`src/rtl/icache_pkg.sv`:
```
// Shared definitions for the direct-mapped instruction cache: FSM encoding,
// reset PC and default geometry.
package icache_pkg;

    typedef enum logic [1:0] {
        StIdle = 2'd0,
        StMiss = 2'd1,
        StFill = 2'd2
    } state_e;

    localparam logic [31:0] ResetPc          = 32'h0000_1000;
    localparam int unsigned DefaultLines     = 4;
    localparam int unsigned DefaultLineWords = 4;
    localparam int unsigned DefaultAddrW     = 32;

    // Tag bits left over once the byte, word-offset and index fields are removed.
    function automatic int unsigned tag_width(input int unsigned addr_w,
                                              input int unsigned lines,
                                              input int unsigned line_words);
        return addr_w - $clog2(lines) - $clog2(line_words) - 2;
    endfunction

endpackage

```
`src/rtl/icache_tag_array.sv`:
```
// Valid/tag storage for the instruction cache: combinational lookup,
// single-line refill write and whole-array flush.
module icache_tag_array
    import icache_pkg::*;
#(
    parameter int unsigned LINES = DefaultLines,
    parameter int unsigned IDX_W = $clog2(LINES),
    parameter int unsigned TAG_W = 26
) (
    input  logic             clk_i,
    input  logic             rsn_i,
    input  logic [IDX_W-1:0] lookup_idx_i,
    input  logic [TAG_W-1:0] lookup_tag_i,
    output logic             hit_o,
    input  logic             flush_i,
    input  logic             wr_en_i,
    input  logic [IDX_W-1:0] wr_idx_i,
    input  logic [TAG_W-1:0] wr_tag_i,
    input  logic             wr_valid_i
);

    logic [LINES-1:0] valid_q, valid_d;
    logic [TAG_W-1:0] tag_q [LINES];

    // A refill in the flush cycle carries wr_valid_i=0, so write-after-clear is safe.
    always_comb begin
        valid_d = valid_q;
        if (flush_i) begin
            valid_d = '0;
        end
        if (wr_en_i) begin
            valid_d[wr_idx_i] = wr_valid_i;
        end
    end

    always_ff @(posedge clk_i) begin
        if (!rsn_i) begin
            valid_q <= '0;
        end else begin
            valid_q <= valid_d;
        end
    end

    always_ff @(posedge clk_i) begin
        if (wr_en_i) begin
            tag_q[wr_idx_i] <= wr_tag_i;
        end
    end

    assign hit_o = valid_q[lookup_idx_i] && (tag_q[lookup_idx_i] == lookup_tag_i);

endmodule

```
`src/rtl/icache.sv`:
```
// Direct-mapped read-only instruction cache with single-line refill handshake.
// Define ICACHE_STATS_EN to add hit/miss counter outputs.
module icache
    import icache_pkg::*;
#(
    parameter int unsigned LINES      = DefaultLines,
    parameter int unsigned LINE_WORDS = DefaultLineWords,
    parameter int unsigned ADDR_W     = DefaultAddrW
) (
    input  logic                    clk_i,
    input  logic                    rsn_i,
    input  logic [ADDR_W-1:0]       pc_i,
    input  logic                    flush_i,
    output logic [31:0]             instr_o,
    output logic                    valid_o,
    output logic                    stall_o,
    output logic                    mem_req_o,
    output logic [ADDR_W-1:0]       mem_addr_o,
    input  logic                    mem_ready_i,
`ifdef ICACHE_STATS_EN
    output logic [31:0]             hit_cnt_o,
    output logic [31:0]             miss_cnt_o,
`endif
    input  logic [32*LINE_WORDS-1:0] mem_data_i
);

    localparam int unsigned OFF_W  = $clog2(LINE_WORDS);
    localparam int unsigned IDX_W  = $clog2(LINES);
    localparam int unsigned TAG_W  = tag_width(ADDR_W, LINES, LINE_WORDS);
    localparam int unsigned LINE_W = 32 * LINE_WORDS;

    logic [OFF_W-1:0] pc_off;
    logic [IDX_W-1:0] pc_idx;
    logic [TAG_W-1:0] pc_tag;
    logic [1:0]       unused_pc_lsb;

    assign pc_off        = pc_i[OFF_W+1:2];
    assign pc_idx        = pc_i[OFF_W+2 +: IDX_W];
    assign pc_tag        = pc_i[ADDR_W-1 -: TAG_W];
    assign unused_pc_lsb = pc_i[1:0];

    state_e            state_q, state_d;
    logic              req_q, req_d;
    logic [ADDR_W-1:0] addr_q, addr_d;
    logic              flush_pend_q, flush_pend_d;

    logic              hit;
    logic              fill_en;
    logic              fill_valid;
    logic [IDX_W-1:0]  fill_idx;
    logic [TAG_W-1:0]  fill_tag;

    assign fill_idx = addr_q[OFF_W+2 +: IDX_W];
    assign fill_tag = addr_q[ADDR_W-1 -: TAG_W];

    icache_tag_array #(
        .LINES (LINES),
        .IDX_W (IDX_W),
        .TAG_W (TAG_W)
    ) u_tag_array (
        .clk_i        (clk_i),
        .rsn_i        (rsn_i),
        .lookup_idx_i (pc_idx),
        .lookup_tag_i (pc_tag),
        .hit_o        (hit),
        .flush_i      (flush_i),
        .wr_en_i      (fill_en),
        .wr_idx_i     (fill_idx),
        .wr_tag_i     (fill_tag),
        .wr_valid_i   (fill_valid)
    );

    // Next-state logic; a flush seen anywhere in MISS keeps the refilled line invalid.
    always_comb begin
        state_d      = state_q;
        req_d        = req_q;
        addr_d       = addr_q;
        flush_pend_d = flush_pend_q;
        fill_en      = 1'b0;
        fill_valid   = 1'b0;
        unique case (state_q)
            StIdle: begin
                flush_pend_d = 1'b0;
                if (!hit) begin
                    state_d = StMiss;
                    req_d   = 1'b1;
                    addr_d  = {pc_tag, pc_idx, {(OFF_W + 2){1'b0}}};
                end
            end
            StMiss: begin
                if (flush_i) begin
                    flush_pend_d = 1'b1;
                end
                if (mem_ready_i) begin
                    fill_en    = 1'b1;
                    fill_valid = !(flush_i || flush_pend_q);
                    req_d      = 1'b0;
                    state_d    = StFill;
                end
            end
            StFill: begin
                state_d = StIdle;
            end
            default: begin
                state_d = StIdle;
            end
        endcase
    end

    always_ff @(posedge clk_i) begin
        if (!rsn_i) begin
            state_q      <= StIdle;
            req_q        <= 1'b0;
            addr_q       <= '0;
            flush_pend_q <= 1'b0;
        end else begin
            state_q      <= state_d;
            req_q        <= req_d;
            addr_q       <= addr_d;
            flush_pend_q <= flush_pend_d;
        end
    end

    logic [LINE_W-1:0] data_q [LINES];
    logic [LINE_W-1:0] rd_line;
    logic [31:0]       rd_word;

    always_ff @(posedge clk_i) begin
        if (fill_en) begin
            data_q[fill_idx] <= mem_data_i;
        end
    end

    assign rd_line = data_q[pc_idx];
    assign rd_word = rd_line[32*pc_off +: 32];

    assign valid_o    = (state_q == StIdle) && hit;
    assign stall_o    = !valid_o;
    assign instr_o    = valid_o ? rd_word : 32'h0;
    assign mem_req_o  = req_q;
    assign mem_addr_o = addr_q;

`ifdef ICACHE_STATS_EN
    logic [31:0] hit_cnt_q, miss_cnt_q;

    always_ff @(posedge clk_i) begin
        if (!rsn_i) begin
            hit_cnt_q  <= '0;
            miss_cnt_q <= '0;
        end else begin
            if (valid_o) begin
                hit_cnt_q <= hit_cnt_q + 32'd1;
            end
            if ((state_q == StIdle) && !hit) begin
                miss_cnt_q <= miss_cnt_q + 32'd1;
            end
        end
    end

    assign hit_cnt_o  = hit_cnt_q;
    assign miss_cnt_o = miss_cnt_q;
`endif

endmodule

```
`config.mk`:
```
export PLATFORM = sky130hd
export DESIGN_NAME = icache
export DESIGN_NICKNAME = d
export VERILOG_FILES = /design/src/rtl/icache_pkg.sv /design/src/rtl/icache_tag_array.sv /design/src/rtl/icache.sv
export SDC_FILE = /design/constraint.sdc
export NUM_CORES = 1
export LEC_CHECK = 0
export ABC_AREA = 1
export BUFFER_PORTS_ARGS = -buffer_cell sky130_fd_sc_hd__buf_2
export CAP_MARGIN = 20
export CORE_MARGIN = 2
export CORE_UTILIZATION = 42
export CTS_BUF_LIST = sky130_fd_sc_hd__clkbuf_4
export DETAILED_ROUTE_END_ITERATION = 6
export PLACE_DENSITY_LB_ADDON = 0.2
export SETUP_SLACK_MARGIN = 0.3
export SLEW_MARGIN = 40
export SYNTH_ARGS = -nofsm -noshare
export SYNTH_HDL_FRONTEND = slang
export SYNTH_SLANG_ARGS = --single-unit
export TNS_END_PERCENT = 100
```
`constraint.sdc`:
```
create_clock -name clk_i -period 33.2 [get_ports clk_i]
set_clock_uncertainty 0.15 [all_clocks]
set_input_delay 3.32 -clock clk_i [delete_from_list [all_inputs] [get_ports clk_i]]
set_output_delay 3.32 -clock clk_i [all_outputs]
set_load 0.005 [all_outputs]
```
==> run metrics, run 1 <==
run status finished, final reports clean; overall power after layout 1.75 mW; max-cap violations 0; row count 91; post-synth design cell area 26300 um2; number of antenna violations at the first check in global routing 20; critical path capture point type primary output; number of nets with antenna violations after routing 0; effective utilization at floorplan between 40% and 50%; Cell Area, Placed 28100 um2; maximum number of pins on one net before global-route repair 143; Die Y-Extent 254 um; Least-Margin Pin Slew approximately 0.83 ns; IR Drop Worst-Case VDD 0.0000308 V; number of buffer and inverter stages on the critical path 4; worst hold slack 0.321 ns; master of the slowest instance on the critical path sky130_fd_sc_hd__buf_4; number of DRC markers after the initial detailed-route iteration 1314; area share of the leading cell type in the synthesized netlist between 70% and 80%; Reg2Reg Capture Point data_q[2][43]$_DFFE_PP_; sink count of the clock tree 652; highest routed metal layer met5; Tmin final 10.62 ns; TritonCTS clock tree built; layout overhead on the synthesized area 15.4%; number of fillers in the final layout about 5600; Reg2Reg Setup Slack 30.04 ns; post-detailed-route DRC marker count 0; Clk pin slew, worst setup/hold paths 0.06 ns; vias 18100; first-pass GRT wire length 105 mm; area of the multi-input gates 6240 um2; last weighted congestion value of the routability-driven placer 0.819; Leak 11.3 nW; fraction of registers with async set/reset 0%; placed wire-length estimate after detailed placement 38.2 mm; vias per cell ~5.2; clock latency of the later-clocked register in the worst-skew pair 1.01 ns; worst flop-to-flop path startpoint state_q[1]$_SDFFE_PN0P_; synth warn 0; layout cell share with drive strength beyond 1 21.7%; Worst Path Arrival slightly above 7 ns; relative slew slack roughly 45%; cell area after layout 30300 um2; leading cell types in the layout, fill and taps excluded 616 x sky130_fd_sc_hd__edfxtp_1, 422 x sky130_fd_sc_hd__nand2_1, 316 x sky130_fd_sc_hd__nor2_1, 260 x sky130_fd_sc_hd__clkbuf_4, 242 x sky130_fd_sc_hd__o21ai_0; post-synthesis sequential element count about 650; number of synthesized flops with an enable pin 616; critical path launch point type input pin; final critical-path share of the clock period 32.0%; maximum frequency from static timing analysis around 94 MHz; clock tree root driver cell sky130_fd_sc_hd__clkbuf_4; routed wire length on met3 5.67 mm; number of global-route vias before repair between 15000 and 20000; Max Root-Sink Buffers 3; DIE AREA 64600 um2; Final nets 2647; number of search-and-repair iterations in the first detailed-routing pass 7; GR Overflow Total 0; # IOs 231; data required time of the worst path 29.73 ns; final sum of negative setup slack 0 ns; number of levels the H-tree was split into 4; total power density per cell area 57.5 nW/um2; post-synthesis instance total roughly 2200; Hold/Removal Path Class reg -> reg; most common library cell in the layout ignoring fill and taps sky130_fd_sc_hd__edfxtp_1; routed metal-1 wirelength between 20 and 30 mm; unrepaired setup endpoints after global routing no; Setup violations, final 0; stage delay of the slowest cell on the critical path 0.74 ns; Top FF cell, synth sky130_fd_sc_hd__edfxtp_1; number of unique standard cell types used by synthesis 31; worst reg-to-reg path cell count 7; CTS hold repair buffers 0; kind of cell adding the most delay to the critical path buffers and inverters; Resized Gates After CTS 0; Worst path depth 14; Met2 Wirelength 33.8 mm; mean routed wirelength per cell around 20 um; Post-Route WL 69.8 mm; path type of the worst setup path in -> out; Buffers on Ports around 220; Core Region 61800 um2; Chip Width between 200 and 300 um; final number of max-transition violations 0; area taken by flip-flops and latches 19200 um2; total global-route track usage 21.8%; Post-CTS Setup Repair Bufs 0; beginning of the critical path pc_i[5]; top post-synthesis cells by area sky130_fd_sc_hd__edfxtp_1 70%, sky130_fd_sc_hd__nand2_1 6.0%, sky130_fd_sc_hd__o21ai_0 4.6%, sky130_fd_sc_hd__nor2_1 4.6%, sky130_fd_sc_hd__nand3_1 2.8%; capture point of the critical path instr_o[2]; Critical Path Fanout Max 60; count of final hold-check violations 0; number of buffers created by CTS 171; leading area contributor after synthesis sky130_fd_sc_hd__edfxtp_1; final design utilization 49.1%; portion of the post-synthesis area used by sequential elements 73.1%; cells along the critical path buf_4 > buf_4 > buf_4 > nand3_1 > nand3_1 > nand2_1 > nor2_1 > nand2_1 > nor2_1 > nand2_1 > nor2_4 > nand2_4 > nor3_1 > buf_2; Syn Area/Cell around 12 um2
-- cell usage after synthesis, types with 9 or more instances --
library cell                 n
sky130_fd_sc_hd__buf_2      25
sky130_fd_sc_hd__o22ai_1   112
sky130_fd_sc_hd__and3_1     16
sky130_fd_sc_hd__buf_6      13
sky130_fd_sc_hd__clkbuf_1   90
sky130_fd_sc_hd__dfxtp_1    36
sky130_fd_sc_hd__inv_1      45
sky130_fd_sc_hd__o21ai_0   242
sky130_fd_sc_hd__nor3_2     12
sky130_fd_sc_hd__nand2_1   422
sky130_fd_sc_hd__edfxtp_1  616
sky130_fd_sc_hd__nor2_2      9
sky130_fd_sc_hd__a32o_1     16
sky130_fd_sc_hd__nand3_1   145
sky130_fd_sc_hd__nor2_1    319
sky130_fd_sc_hd__a21oi_1    39
-- registers in the layout (all words and copies together), names as in the netlist --
| name | count |
|---|---|
| mem_addr_o | 28 |
| mem_req_o | 1 |
| u_tag_array.valid_q | 4 |
| u_tag_array.tag_q | 104 |
| flush_pend_q | 1 |
| state_q | 2 |
| data_q | 512 |
-- stage by stage --
| step | worst slack (ns) | cells |
|---|---|---|
| finish | 22.58 | 3451 |
| detailed placement | 22.51 | 3144 |
| floorplan | 18.18 | 2197 |
| global placement | 22.46 | 3143 |
| global route | 22.25 | 3450 |
| CTS | 22.51 | 3443 |
-- power breakdown --
part           switching, mW  total, mW  leakage, nW  internal [mW]
Sequential           0.00862      0.933         5.89          0.925
Combinational         0.0888      0.127         4.11         0.0384
Clock                  0.321      0.685         1.28          0.364
-- cell families after synthesis --
logic type | synth area share, %
AOI/OAI and AO/OA | 8.72
xor gates and xnor gates | 0.0333
buffers and inverters | 3.28
DFF | 73.1
other | 0.0143
and+or+nand+nor | 14.8
-- worst register-to-register path, stage by stage (launching register included) --
cell	delay, ns
sky130_fd_sc_hd__dfxtp_1	0.33
sky130_fd_sc_hd__inv_1	0.09
sky130_fd_sc_hd__nand2_1	0.05
sky130_fd_sc_hd__nor2_1	0.08
sky130_fd_sc_hd__inv_1	0.19
sky130_fd_sc_hd__nor2_4	0.57
sky130_fd_sc_hd__buf_4	0.63
sky130_fd_sc_hd__buf_6	0.64
-- metal layers --
layer / global-route usage (%) / vias to the layer above
met5: 0 / -
met4: 8.59 / 32
met3: 7.02 / 122
met2: 35.2 / 627
met1: 27.2 / 8763
li1: - / 8549
-- final cells by class --
class | instances | area share [%]
antenna | 5 | 0.0412
clock buffer | 260 | 6.43
clock inverter | 39 | 0.717
inverter | 47 | 0.623
multi-input combinational | 1357 | 20.6
sequential | 652 | 63.3
tap | 837 | 3.45
timing repair buffer | 254 | 4.82
-- how the worst min path moves through the flow --
stage,startpoint,endpoint,slack (ns),cells past startpoint
after global routing,mem_addr_o[19]$_SDFFE_PN0P_,u_tag_array.tag_q[2][13]$_DFFE_PP_,0.33,0
final,mem_req_o$_SDFFE_PN0P_,mem_req_o$_SDFFE_PN0P_,0.32,2
after CTS,mem_addr_o[19]$_SDFFE_PN0P_,u_tag_array.tag_q[2][13]$_DFFE_PP_,0.32,0
after global placement,mem_req_o$_SDFFE_PN0P_,mem_req_o$_SDFFE_PN0P_,0.31,2
after detailed placement,mem_req_o$_SDFFE_PN0P_,mem_req_o$_SDFFE_PN0P_,0.32,2
after floorplan,u_tag_array.valid_q[0]$_SDFF_PN0_,u_tag_array.valid_q[0]$_SDFF_PN0_,0.31,2
Note: power is estimated with default switching activity, not from simulation.
==> run 2: changes to the inputs <==
==> constraint.sdc (replaced) <==
create_clock -name clk_i -period 9.7 [get_ports clk_i]
set_clock_uncertainty 0.15 [all_clocks]
set_input_delay 0.97 -clock clk_i [delete_from_list [all_inputs] [get_ports clk_i]]
set_output_delay 0.97 -clock clk_i [all_outputs]
set_load 0.005 [all_outputs]
==> run 2 against run 1 <==
  * Via count rose by 2.8%
  * Die area did not move
  * Count of clock-buffer cells in the layout fell by 2
  * Largest power group unchanged
==> run metrics, run 2 (synthesis gave the netlist of run 1 again) <==
beginning of the critical path pc_i[5] (unchanged); overall power after layout 6.11 mW (was 1.75 mW); final design utilization 51.4% (was 49.1%); number of buffer and inverter stages on the critical path 4 (unchanged); placed wire-length estimate after detailed placement 38.2 mm (about the same); number of levels the H-tree was split into 4 (unchanged); Buffers on Ports 224 (unchanged); layout cell share with drive strength beyond 1 20.6% (was 21.7%); TritonCTS clock tree built (unchanged); clock tree root driver cell sky130_fd_sc_hd__clkbuf_4 (unchanged); internal power 4.68 mW (was 1.33 mW); most common library cell in the layout ignoring fill and taps sky130_fd_sc_hd__edfxtp_1 (unchanged); post-detailed-route DRC marker count 0 (unchanged); Max Root-Sink Buffers 3 (unchanged); worst hold slack 0.164 ns (was 0.321 ns); number of nets with antenna violations after routing 0 (unchanged); number of global-route vias before repair 18600 (was 17800); Core Region 61800 um2 (unchanged); path type of the worst setup path in -> out (unchanged); Critical Path Most Common Cell sky130_fd_sc_hd__nand2_1; last weighted congestion value of the routability-driven placer 0.830 (was 0.819); Resized Gates After CTS 0 (unchanged); number of fillers in the final layout 5505 (was 5606); Hold/Removal Path Class in -> reg (was reg -> reg); relative slew slack 45.1% (was 44.8%); switch share 23.5% (was 24.0%); Leak 11.9 nW (was 11.3 nW); Cell Area, Placed 28100 um2 (about the same); leading cell types in the layout, fill and taps excluded 616 x sky130_fd_sc_hd__edfxtp_1, 422 x sky130_fd_sc_hd__nand2_1, 316 x sky130_fd_sc_hd__nor2_1, 258 x sky130_fd_sc_hd__clkbuf_4, 242 x sky130_fd_sc_hd__o21ai_0 (was 616 x sky130_fd_sc_hd__edfxtp_1, 422 x sky130_fd_sc_hd__nand2_1, 316 x sky130_fd_sc_hd__nor2_1, 260 x sky130_fd_sc_hd__clkbuf_4, 242 x sky130_fd_sc_hd__o21ai_0); total power density per cell area 192 nW/um2 (was 57.5 nW/um2); number of buffers created by CTS 171 (unchanged); source of the worst hold timing path mem_ready_i (was mem_req_o$_SDFFE_PN0P_); mean routed wirelength per cell 19.7 um (was 20.2 um); max-cap violations 0 (unchanged); stage delay of the slowest cell on the critical path 0.61 ns (was 0.74 ns); Least-Margin Pin Slew 0.823 ns (was 0.828 ns); Worst path depth 14 (unchanged); DIE AREA 64600 um2 (unchanged); IR Drop Worst-Case VDD 0.000111 V (was 0.0000308 V); worst flop-to-flop path startpoint state_q[1]$_SDFFE_PN0P_ (unchanged); first-pass GRT wire length 105 mm (about the same); vias per cell 5.20 (was 5.24); combinational cell fraction of total power 7.9% (was 7.3%); master of the slowest instance on the critical path sky130_fd_sc_hd__buf_6 (was sky130_fd_sc_hd__buf_4); vias 18600 (was 18100); switching power total 1.44 mW (was 0.419 mW); total global-route track usage 21.8% (about the same); final number of max-transition violations 0 (unchanged); Final nets 2773 (was 2647); GR Overflow Total 0 (unchanged); Clk pin slew, worst setup/hold paths 0.06 ns (about the same); Tmin final 5.63 ns; Die Y-Extent 254 um (unchanged); kind of cell adding the most delay to the critical path simple AND/OR/NAND/NOR gates (was buffers and inverters); maximum frequency from static timing analysis 178 MHz; run status finished, final reports clean (unchanged); unrepaired setup endpoints after global routing no (unchanged); proportion of power drawn by flip-flops and latches 52.3% (was 53.5%); maximum number of pins on one net before global-route repair 151 (was 143); clock latency of the later-clocked register in the worst-skew pair 0.98 ns (was 1.01 ns); Reg2Reg Setup Slack 6.66 ns (was 30.04 ns); area of the multi-input gates 6250 um2 (was 6240 um2); number of instances on the worst hold path 4 (was 2); # IOs 231 (unchanged); sink count of the clock tree 652 (unchanged); number of search-and-repair iterations in the first detailed-routing pass 5 (was 7); cell area after layout 31800 um2 (was 30300 um2); flip-flop count of the largest register, all copies and words added 512 (unchanged); share of power burned in the clock network 39.8% (was 39.2%); effective utilization at floorplan 42.5% (unchanged); Setup violations, final 0 (unchanged); number of antenna violations at the first check in global routing 9 (was 20); data required time of the worst path 8.58 ns (was 29.73 ns); cells along the critical path buf_6 > inv_4 > buf_6 > nand3_1 > nand3_1 > nand2_1 > nor2_1 > nand2_1 > nor2_1 > nand2_1 > nor2_4 > nand2_4 > nor3_1 > buf_2 (was buf_4 > buf_4 > buf_4 > nand3_1 > nand3_1 > nand2_1 > nor2_1 > nand2_1 > nor2_1 > nand2_1 > nor2_4 > nand2_4 > nor3_1 > buf_2); critical path capture point type primary output (unchanged); Chip Width 254 um (unchanged); largest register by flop count data_q (unchanged); Worst Path Arrival 4.51 ns (was 7.15 ns); count of final hold-check violations 0 (unchanged); final sum of negative setup slack 0 ns (unchanged); final critical-path share of the clock period 58.0%; Critical Path Fanout Max 70 (was 60); area taken by flip-flops and latches 19200 um2 (unchanged); critical path launch point type input pin (unchanged); Post-Route WL 70.3 mm (was 69.8 mm); worst reg-to-reg path cell count 7 (unchanged); layout overhead on the synthesized area 20.8% (was 15.4%); number of DRC markers after the initial detailed-route iteration 1422 (was 1314); row count 91 (unchanged)
run 2: cell types whose count changed in the layout (fill, tap and decap cells not counted), sizes merged:
cell	before	now
bufinv	1	5
clkinv	29	28
dlygate4sd3	0	128
clkbuf	260	258
diode	5	4
clkinvlp	6	4
buf	254	252
run 2: worst reg2reg max path, stage by stage, from the launching register on:
cell                      delay (ns)
sky130_fd_sc_hd__dfxtp_1        0.32
sky130_fd_sc_hd__inv_1          0.09
sky130_fd_sc_hd__nand2_1        0.06
sky130_fd_sc_hd__nor2_1         0.10
sky130_fd_sc_hd__inv_1          0.20
sky130_fd_sc_hd__nor2_4         0.52
sky130_fd_sc_hd__buf_4          0.57
sky130_fd_sc_hd__buf_6          0.63
run 2: final cells by class:
type / count / share of cell area (%)
flip-flops and latches: 652 / 60.5
clock inverters: 40 / 1.01
diodes: 4 / 0.0315
multi-input cells: 1357 / 19.7
inverters: 47 / 0.595
repair buffers: 380 / 8.76
well taps: 837 / 3.30
clock buffers: 258 / 6.10
run 2: repair_timing:
action / 4_1_cts / 5_1_grt
hold endpoints to repair: 512 / 0
hold buffers: 128 / 0
buffers inserted: 0 / 0
run 2: final timing paths:
path | to
setup / recovery | instr_o[2]
hold / removal | state_q[0]$_SDFFE_PN0P_
setup reg to reg | data_q[2][28]$_DFFE_PP_
hold reg to reg | mem_req_o$_SDFFE_PN0P_
run 2: power groups by stage:
stage                     Clock [mW]  Combinational (mW)  Sequential [mW]
after floorplan                    0               0.254             3.27
after global placement             0               0.422             3.25
after detailed placement           0               0.436             3.26
after CTS                       2.50               0.482             3.20
after global routing            2.64               0.535             3.20
final                           2.43               0.484             3.20
run 2: metal layers:
layer	track usage, %	routed length, um	vias to the layer above
li1	-	-	8795
met1	27.5	29600	9024
met3	5.63	5030	124
met5	0	67	-
met4	9.39	2030	12
met2	35.7	33500	642
run 2: per-stage QoR:
step / setup WS (ns) / instances
after global routing: 3.84 / 3573
after floorplan: -2.97 / 2197
after detailed placement: 3.85 / 3143
after CTS: 3.84 / 3569
after global placement: 3.58 / 3140
final: 4.07 / 3575
==> run 3: changes to the inputs <==
==> constraint.sdc (replaced) <==
create_clock -name clk_i -period 5.3 [get_ports clk_i]
set_clock_uncertainty 0.15 [all_clocks]
set_input_delay 0.53 -clock clk_i [delete_from_list [all_inputs] [get_ports clk_i]]
set_output_delay 0.53 -clock clk_i [all_outputs]
set_load 0.005 [all_outputs]
==> run 3 against run 2 <==
  * Sequential share of layout area decreased by 0.59 points
  * Worst hold slack got worse by 0.016 ns
  * Die area stayed put
  * Largest power group unchanged
  * Core utilization up 0.51 points
  * Combinational power is 87% higher
  * Count of clock-buffer cells in the layout decreased by 9
==> run metrics, run 3 (synthesis gave the netlist of run 1 again) <==
layout cell share with drive strength beyond 1 20.0% (was 20.6%); combinational cell fraction of total power 8.2% (was 7.9%); Setup violations, final 0 (unchanged); number of nets with antenna violations after routing 0 (unchanged); Least-Margin Pin Slew 0.855 ns (was 0.823 ns); overall power after layout 11.0 mW (was 6.11 mW); share of power burned in the clock network 38.7% (was 39.8%); number of buffers created by CTS 170 (was 171); Chip Width 254 um (unchanged); pre-CTS worst setup slack 1.15 ns (was 3.85 ns); critical path launch point type input pin (unchanged); Hold/Removal Path Class in -> reg (unchanged); flip-flop count of the largest register, all copies and words added 512 (unchanged); clock tree root driver cell sky130_fd_sc_hd__clkbuf_4 (unchanged); placed wire-length estimate after detailed placement 37.4 mm (was 38.2 mm); GR Overflow Total 0 (unchanged); source of the worst hold timing path mem_data_i[118] (was mem_ready_i); largest register by flop count data_q (unchanged); number of global-route vias before repair 18800 (was 18600); layout overhead on the synthesized area 22.0% (was 20.8%); effective utilization at floorplan 42.5% (unchanged); data required time of the worst path 4.62 ns (was 8.58 ns); proportion of power drawn by flip-flops and latches 53.1% (was 52.3%); TritonCTS clock tree built (unchanged); first-pass GRT wire length 107 mm (was 105 mm); max-cap violations 0 (unchanged); number of search-and-repair iterations in the first detailed-routing pass 7 (was 5); final critical-path share of the clock period just under 80%; DIE AREA 64600 um2 (unchanged); Die Y-Extent 254 um (unchanged); Max Root-Sink Buffers 3 (unchanged); Core Region 61800 um2 (unchanged); Clk pin slew, worst setup/hold paths 0.06 ns (about the same); Leak 12.0 nW (was 11.9 nW); leading cell types in the layout, fill and taps excluded 616 x sky130_fd_sc_hd__edfxtp_1, 422 x sky130_fd_sc_hd__nand2_1, 315 x sky130_fd_sc_hd__nor2_1, 249 x sky130_fd_sc_hd__clkbuf_4, 242 x sky130_fd_sc_hd__o21ai_0 (was 616 x sky130_fd_sc_hd__edfxtp_1, 422 x sky130_fd_sc_hd__nand2_1, 316 x sky130_fd_sc_hd__nor2_1, 258 x sky130_fd_sc_hd__clkbuf_4, 242 x sky130_fd_sc_hd__o21ai_0); Reg2Reg Setup Slack 2.82 ns (was 6.66 ns); Tmin final 4.15 ns; relative slew slack 42.9% (was 45.1%); # IOs 231 (unchanged); vias per cell 5.19 (was 5.20); last weighted congestion value of the routability-driven placer 0.800 (was 0.830); internal power 8.37 mW (was 4.68 mW); vias 18800 (was 18600); fin worst setup slack 1.15 ns (was 4.07 ns); Worst Path Arrival 3.47 ns (was 4.51 ns); IR Drop Worst-Case VDD 0.000221 V (was 0.000111 V); Critical Path Fanout Max 51 (was 70); worst flop-to-flop path startpoint state_q[1]$_SDFFE_PN0P_ (unchanged); worst reg-to-reg path cell count 7 (unchanged); total power density per cell area 344 nW/um2 (was 192 nW/um2); number of antenna violations at the first check in global routing 11 (was 9); number of levels the H-tree was split into 4 (unchanged); mean routed wirelength per cell 19.4 um (was 19.7 um); sink count of the clock tree 652 (unchanged); Post-CTS Setup Repair Bufs 0 (unchanged); number of instances on the worst hold path 2 (was 4); clock latency of the later-clocked register in the worst-skew pair 1.01 ns (was 0.98 ns); final number of max-transition violations 0 (unchanged); count of final hold-check violations 0 (unchanged); row count 91 (unchanged); switching power total 2.66 mW (was 1.44 mW); Final nets 2811 (was 2773); run status finished, final reports clean (unchanged); critical path capture point type primary output (unchanged); final design utilization 51.9% (was 51.4%); number of DRC markers after the initial detailed-route iteration 1268 (was 1422); Buffers on Ports 224 (unchanged); maximum frequency from static timing analysis 241 MHz; terminating pin of the worst hold path data_q[1][118]$_DFFE_PP_ (was state_q[0]$_SDFFE_PN0P_); Post-Route WL 70.1 mm (was 70.3 mm); Reg2Reg Capture Point data_q[0][99]$_DFFE_PP_ (was data_q[2][28]$_DFFE_PP_); path type of the worst setup path in -> out (unchanged); maximum number of pins on one net before global-route repair 143 (was 151); switch share 24.1% (was 23.5%); most common library cell in the layout ignoring fill and taps sky130_fd_sc_hd__edfxtp_1 (unchanged); post-detailed-route DRC marker count 0 (unchanged); unrepaired setup endpoints after global routing no (unchanged); total global-route track usage 21.8% (about the same)
[run 3: critical path: stages]
cell and delay [ns]:
sky130_fd_sc_hd__buf_4 0.29, sky130_fd_sc_hd__buf_4 0.58, sky130_fd_sc_hd__nand3_1 0.20, sky130_fd_sc_hd__nand2_1 0.10
sky130_fd_sc_hd__nand2_1 0.05, sky130_fd_sc_hd__nand2_1 0.09, sky130_fd_sc_hd__nand2_1 0.11, sky130_fd_sc_hd__nor2_2 0.13
sky130_fd_sc_hd__nand3_2 0.10, sky130_fd_sc_hd__nor2_4 0.17, sky130_fd_sc_hd__nand2_4 0.38, sky130_fd_sc_hd__nor3_1 0.46
sky130_fd_sc_hd__buf_2 0.19
[run 3: through the flow]
step	hold slack (ns)	TNS (ns)	std cells	instance area [um2]
2_1_floorplan	0.310	-8.15	2197	26300
3_3_place_gp	0.305	0	3140	28100
3_5_place_dp	0.332	0	3141	28200
4_1_cts	0.000908	0	3610	32000
5_1_grt	0.0523	0	3617	32100
6_report	0.148	0	3617	32100
[run 3: metal layers]
| metal | vias up | part of all wire, % | global-route usage [%] |
|---|---|---|---|
| met5 | - | 0.11 | 0 |
| met4 | 12 | 1.9 | 7.95 |
| met3 | 115 | 6.7 | 5.52 |
| met2 | 623 | 49 | 36.2 |
| met1 | 9131 | 43 | 27.8 |
| li1 | 8890 | - | - |
[run 3: how the worst max path moves through the flow]
stage / startpoint / to / slack [ns] / cells after the start
after CTS: u_tag_array.valid_q[0]$_SDFF_PN0_ / instr_o[1] / 1.12 / 9
after floorplan: mem_ready_i / data_q[1][0]$_DFFE_PP_ / -0.03 / 4
after global routing: pc_i[5] / instr_o[1] / 0.97 / 13
after global placement: pc_i[5] / instr_o[1] / 1.15 / 13
after detailed placement: pc_i[5] / instr_o[1] / 1.15 / 13
final: pc_i[5] / instr_o[1] / 1.15 / 13
[run 3: cell type report]
type | count | area, um2
antenna | 5 | 12.5
clock buffer | 249 | 1870
sequential | 652 | 19200
inverter | 47 | 201
tap | 837 | 1050
multi-input combinational | 1357 | 6260
fill | 5466 | 29800
clock inverter | 51 | 289
timing repair buffer | 419 | 3170
[run 3: power groups by stage]
stage | Sequential, mW | Combinational (mW) | Clock (mW)
2_1_floorplan | 5.96 | 0.468 | 0
3_3_place_gp | 5.95 | 0.782 | 0
3_5_place_dp | 5.96 | 0.800 | 0
4_1_cts | 5.85 | 0.909 | 4.40
5_1_grt | 5.86 | 1.00 | 4.66
6_report | 5.85 | 0.904 | 4.27
[run 3: timing repair]
item | CTS | global route
hold buffers | 169 | 0
hold endpoints to repair | 548 | 0
gates resized for setup | 0 | 0
